File: config.mk
export PLATFORM = sky130hd
export DESIGN_NAME = uart_rx
export DESIGN_NICKNAME = d
export VERILOG_FILES = /design/src/rtl/uart_pkg.sv /design/src/rtl/uart_baud_tick.sv /design/src/rtl/uart_rx.sv
export SDC_FILE = /design/constraint.sdc
export NUM_CORES = 1
export LEC_CHECK = 0
export CAP_MARGIN = 20
export CORE_MARGIN = 5
export CORE_UTILIZATION = 35
export CTS_BUF_LIST = sky130_fd_sc_hd__clkbuf_8
export CTS_CLUSTER_DIAMETER = 200
export DETAILED_ROUTE_END_ITERATION = 12
export GPL_ROUTABILITY_DRIVEN = 0
export GPL_TIMING_DRIVEN = 0
export PLACE_DENSITY = 0.65
export SYNTH_ARGS = -nofsm -noshare
export SYNTH_HDL_FRONTEND = slang
export SYNTH_SLANG_ARGS = --single-unit
File: constraint.sdc
create_clock -name clk -period 3.2 [get_ports clk]
set_clock_uncertainty 0.1 [all_clocks]
set_input_delay 0.48 -clock clk [delete_from_list [all_inputs] [get_ports clk]]
set_output_delay 0.48 -clock clk [all_outputs]
set_load 0.01 [all_outputs]
File: src/rtl/uart_pkg.sv
// Constants and state encoding shared by the UART receiver and transmitter.
package uart_pkg;

  localparam int OVERSAMPLE = 16;

  typedef enum logic [2:0] {
    IDLE  = 3'd0,
    START = 3'd1,
    DATA  = 3'd2,
    STOP  = 3'd3,
    BRK   = 3'd4
  } uart_state_e;

  function automatic int baud_div(input int clk_freq, input int baud_rate, input int oversample);
    return clk_freq / (baud_rate * oversample);
  endfunction

endpackage

File: src/rtl/uart_baud_tick.sv
// Oversampling tick generator: counts 0..DIV-1, one-cycle tick at DIV-1, synchronous clear.
module uart_baud_tick
  import uart_pkg::*;
#(
  parameter int DIV = 54
) (
  input  logic clk,
  input  logic rstn,
  input  logic clr_i,
  output logic tick_o
);

  localparam int CW = (DIV > 1) ? $clog2(DIV) : 1;

  logic [CW-1:0] cnt_q, cnt_d;

  assign tick_o = (cnt_q == CW'(DIV - 1));

  always_comb begin
    cnt_d = cnt_q + CW'(1);
    if (clr_i || tick_o) cnt_d = '0;
  end

  always_ff @(posedge clk or negedge rstn) begin
    if (!rstn) cnt_q <= '0;
    else       cnt_q <= cnt_d;
  end

endmodule

File: src/rtl/uart_rx.sv
// 8N1 UART receiver with 16x oversampling and a valid/ack output handshake.
//   state | meaning
//   IDLE  | line high, waiting for a start edge
//   START | checking the start bit at mid-bit
//   DATA  | sampling 8 data bits, LSB first
//   STOP  | checking the stop bit
//   BRK   | stop bit was low; wait for the line to return high
module uart_rx #(
  parameter int CLK_FREQ   = 100_000_000,
  parameter int BAUD_RATE  = 115_200,
  parameter int OVERSAMPLE = uart_pkg::OVERSAMPLE
) (
  input  logic       clk,
  input  logic       rstn,
  input  logic       rx_data,
  output logic [7:0] dout,
  output logic       rx_valid,
  input  logic       rx_ack,
  output logic       rx_done,
  output logic       frame_err,
  output logic       overrun,
  output logic       busy
);
  import uart_pkg::*;

  localparam int DIV = baud_div(CLK_FREQ, BAUD_RATE, OVERSAMPLE);
  localparam int SW  = $clog2(OVERSAMPLE);

  uart_state_e   state_q, state_d;
  logic          sync1_q, rx_s_q;
  logic [SW-1:0] s_q, s_d;
  logic [2:0]    b_q, b_d;
  logic [7:0]    shreg_q, shreg_d;
  logic [7:0]    dout_q, dout_d;
  logic          valid_q, valid_d;
  logic          overrun_q, overrun_d;
  logic          done_q, ferr_q;
  logic          tick, tick_clr, complete, ferr_d, ack_take;

  uart_baud_tick #(.DIV(DIV)) u_tick (
    .clk   (clk),
    .rstn  (rstn),
    .clr_i (tick_clr),
    .tick_o(tick)
  );

  always_ff @(posedge clk or negedge rstn) begin
    if (!rstn) begin
      sync1_q <= 1'b1;
      rx_s_q  <= 1'b1;
    end else begin
      sync1_q <= rx_data;
      rx_s_q  <= sync1_q;
    end
  end

  always_comb begin
    state_d  = state_q;
    s_d      = s_q;
    b_d      = b_q;
    shreg_d  = shreg_q;
    tick_clr = 1'b0;
    complete = 1'b0;
    ferr_d   = 1'b0;
    if (tick && state_q != IDLE) s_d = s_q + SW'(1);
    case (state_q)
      IDLE: if (!rx_s_q) begin
        state_d  = START;
        s_d      = '0;
        tick_clr = 1'b1;
      end
      START: if (tick && s_q == SW'(OVERSAMPLE / 2 - 1)) begin
        if (!rx_s_q) begin
          state_d = DATA;
          s_d     = '0;
          b_d     = '0;
        end else begin
          state_d = IDLE;
        end
      end
      DATA: if (tick && s_q == SW'(OVERSAMPLE - 1)) begin
        shreg_d = {rx_s_q, shreg_q[7:1]};
        if (b_q == 3'd7) state_d = STOP;
        else             b_d     = b_q + 3'd1;
      end
      STOP: if (tick && s_q == SW'(OVERSAMPLE - 1)) begin
        // Leave at mid-stop-bit so an immediately following start bit is caught.
        if (rx_s_q) begin
          complete = 1'b1;
          state_d  = IDLE;
        end else begin
          ferr_d   = 1'b1;
          state_d  = BRK;
        end
      end
      BRK: if (rx_s_q) state_d = IDLE;
      default: state_d = IDLE;
    endcase
  end

  always_comb begin
    ack_take  = rx_ack && valid_q;
    dout_d    = complete ? shreg_q : dout_q;
    valid_d   = complete | (valid_q & ~ack_take);
    overrun_d = (overrun_q | (complete & valid_q)) & ~ack_take;
  end

  always_ff @(posedge clk or negedge rstn) begin
    if (!rstn) begin
      state_q   <= IDLE;
      s_q       <= '0;
      b_q       <= '0;
      shreg_q   <= '0;
      dout_q    <= '0;
      valid_q   <= 1'b0;
      overrun_q <= 1'b0;
      done_q    <= 1'b0;
      ferr_q    <= 1'b0;
    end else begin
      state_q   <= state_d;
      s_q       <= s_d;
      b_q       <= b_d;
      shreg_q   <= shreg_d;
      dout_q    <= dout_d;
      valid_q   <= valid_d;
      overrun_q <= overrun_d;
      done_q    <= complete;
      ferr_q    <= ferr_d;
    end
  end

  assign dout      = dout_q;
  assign rx_valid  = valid_q;
  assign overrun   = overrun_q;
  assign rx_done   = done_q;
  assign frame_err = ferr_q;
  assign busy      = (state_q != IDLE);

endmodule

==> results.toml <==
[global_routing]
grt_pass1_vias = 1100
grtUsageMet1_pct = 10.9
antenna_found_initial = 0
met3_usage_pct = 2.83
grt_pass1_wl_um = 4910
busiest_layer = "met2"
grtUsageTotal_pct = 10.0
overflow = 0
grt_max_degree = 39
grtUsageMet2_pct = 17.3

[timing]
rsz0062_at_grt = "false"
hold_violations = 0
worstMarginPinSlew_ns = 0.811
tns_ns = 0
setup_viol = 0
drv_slew = 0
min_period_over_period_pct = 73.9
setup_ws_ns = 0.836
fmax_ghz = 0.423
period_minus_slack_ns = 2.36
slew_headroom_pct = 45.9

[power_and_ir_drop]
switching_share_pct = 17.5
power_density_mw_per_mm2 = 486
p_comb_share_pct = 1.7
switching_power_mw = 0.174
vdd.ir_drop.worst_mv = 0.168
p_seq_share_pct = 48.6
p_int_mw = 0.820
clock_power_share_pct = 49.8
leakage_nw = 0.985
total_power_mw = 0.993

[clock_network]
cts_buffers = 5
clock_sinks = 38
cts_root_buf = "clkbuf_8"
cts_hold_buf = 0
cts_max_path_buffers = 2
h-tree-depth = 2
cts_tree = "built"
clk_latency_ns = 0.28
ctsResizeCount = 0
post_cts_buffers = 0
clk_pin_slew_ns = 0.07

[setup_path]
critPathKind = "flop to output port"
r2r_start = "s_q[0]"
slowest_delay_ns = 0.49
rr_endpoint = "dout[1]"
path_cells = "or3_1 -> clkbuf_2 -> clkdlybuf4s50_1"
rr_worst_depth = 5
worst_path_max_delay_cell = "clkdlybuf4s50_1"
path_buf_inv = 2
critPathArrivalTime_ns = 1.78
cp-start-kind = "flop"
crit_family = "buffers and inverters"
required_ns = 2.62
end_kind = "output port"
reg2reg_setup_slack_ns = 1.22
path_max_fanout = 8

[final_layout]
drive_gt1_share_pct = 26.6
fin_nets = 162
seqCellArea_um2 = 953
n_fill_cell = 427
multi_input_area_um2 = 679
finalNonFillerCells = 208
flow.area_growth_from_synthesis_pct = 21.8
antenna_cells = 0
final_util_pct = 43.5

[placement]
dp_cells = 200
port_buffers = 16
hpwl_um = 1990
pre_cts_slack_ns = 1.14

[logic_synthesis]
ys_warn_count = 0
synth_nets = 139
synth-seq-cells = 38
yosysTopAreaCell = "dfrtp_1"
synthCells = 130
postSynthAreaPerCell_um2 = 12.9
synth_edf_count = 0
async_reset_ff_share_pct = 100
synth_top_area_share_pct = 53.7
yosys-top-cells-area = "dfrtp_1 (54%), mux2_2 (11%), ha_1 (3.7%)"
synth_area_mm2 = 0.00168
synthFlopType = "dfrtp_1"
synth_cell_type_count = 34
yosysSeqAreaShare_pct = 56.8

[routing]
viasPerCell = 5.08
ant_nets = 0
num_vias = 1057
first_iter_violations = 59
avgRoutedWirePerCell_um = 13.2
drc_errors = 0
wl_um = 2750
firstDrtPassIters = 4

[floorplan]
die-area_mm2 = 0.00628
start_util_pct = 35.8
die_h_um = 79.2
coreArea_mm2 = 0.00469
ios = 17
die_w_um = 79.2
std_cell_rows = 25

[outcome]
status = "complete, no violations"

[flow_run]
maxCapViolCount = 0

[hold_path]
hold_class = "input pin to asynchronous set/reset pin"
final cells by class:
cell class	count	share of cell area (%)
plain buffers	5	1.84
clock buffers	6	4.04
clock inverters	2	2.94
inverters	2	0.367
multi-input cells	85	33.3
flip-flops and latches	38	46.7
well taps	54	3.31
repair buffers	16	7.59
cell usage after synthesis, types with 2 or more instances:
cell	instances
dfrtp_1	36
mux2_2	16
nor2_1	16
ha_1	5
xor2_1	5
a21oi_1	4
nand3_1	4
nand4_1	4
nor3_1	4
nand2_1	3
a22o_2	2
buf_2	2
buf_6	2
dfstp_2	2
inv_1	2
nand4b_1	2
o22ai_1	2
or3_1	2
xnor2_1	2
cell families after synthesis:
group           count (synthesis)  share of synthesized area [%]
xor+xnor                        7                           3.65
mux                            18                           12.2
simple gates                   42                           15.7
flops                          38                           56.8
fa+ha+maj                       5                           3.73
compound gates                 13                           5.15
buf+inv                         7                           2.68
cells in the final DEF, fill, tap and decap left out:
cell type,instances
a21o_1,1
clkdlybuf4s50_1,15
nor2_1,16
xnor2_1,2
xor2_1,5
buf_2,3
nand4b_1,2
nor4b_2,1
or3_1,2
mux2i_1,1
nor3_4,1
bufinv_16,2
clkbuf_8,6
nand4b_4,1
or4_4,1
o21ai_1,1
or3b_4,1
dfstp_2,2
inv_1,2
a211oi_1,1
a22o_2,2
o22ai_1,2
clkbuf_2,1
nand2_1,3
nor3_2,1
nand4_1,4
and4b_1,1
nand3_1,4
a21oi_1,4
nor3_1,4
o21ai_0,1
buf_6,2
ha_1,5
dfrtp_1,36
mux2_2,16
mux2_4,1
a311oi_1,1
power groups by stage:
stage	Clock, mW	Combinational (mW)	Sequential (mW)
3_3_place_gp	0	0.0177	0.492
4_1_cts	0.511	0.0177	0.482
2_1_floorplan	0	0.00418	0.492
6_report	0.494	0.0164	0.483
3_5_place_dp	0	0.0176	0.492
5_1_grt	0.532	0.0197	0.482
layer usage:
metal	wire [um]	vias to the layer above	part of all wire, %
met5	0	-	0
met4	68	0	2.5
met3	88	5	3.2
met2	1470	12	53
met1	1130	531	41
li1	-	509	-
state kept, by name (all words and copies together), names as in the netlist:
| register | flops |
|---|---|
| b_q | 3 |
| dout | 8 |
| frame_err | 1 |
| overrun | 1 |
| rx_done | 1 |
| rx_s_q | 1 |
| rx_valid | 1 |
| s_q | 4 |
| shreg_q | 8 |
| state_q | 3 |
| sync1_q | 1 |
| u_tick.cnt_q | 6 |
through the flow:
step           instance area, um2  hold slack (ns)
6_report                     2040            0.183
5_1_grt                      2040            0.265
4_1_cts                      2040            0.215
3_5_place_dp                 1900            0.247
3_3_place_gp                 1910            0.247
2_1_floorplan                1680           0.0844
worst max path at each step:
stage                          from       to  depth (start not counted)
floorplan           u_tick.cnt_q[1]  dout[1]                          6
global placement               rstn  dout[6]                          1
detailed placement       state_q[0]     busy                          3
CTS                      state_q[0]     busy                          3
global route             state_q[1]     busy                          4
finish                   state_q[0]     busy                          3
Power figures use the tool's default switching activity.
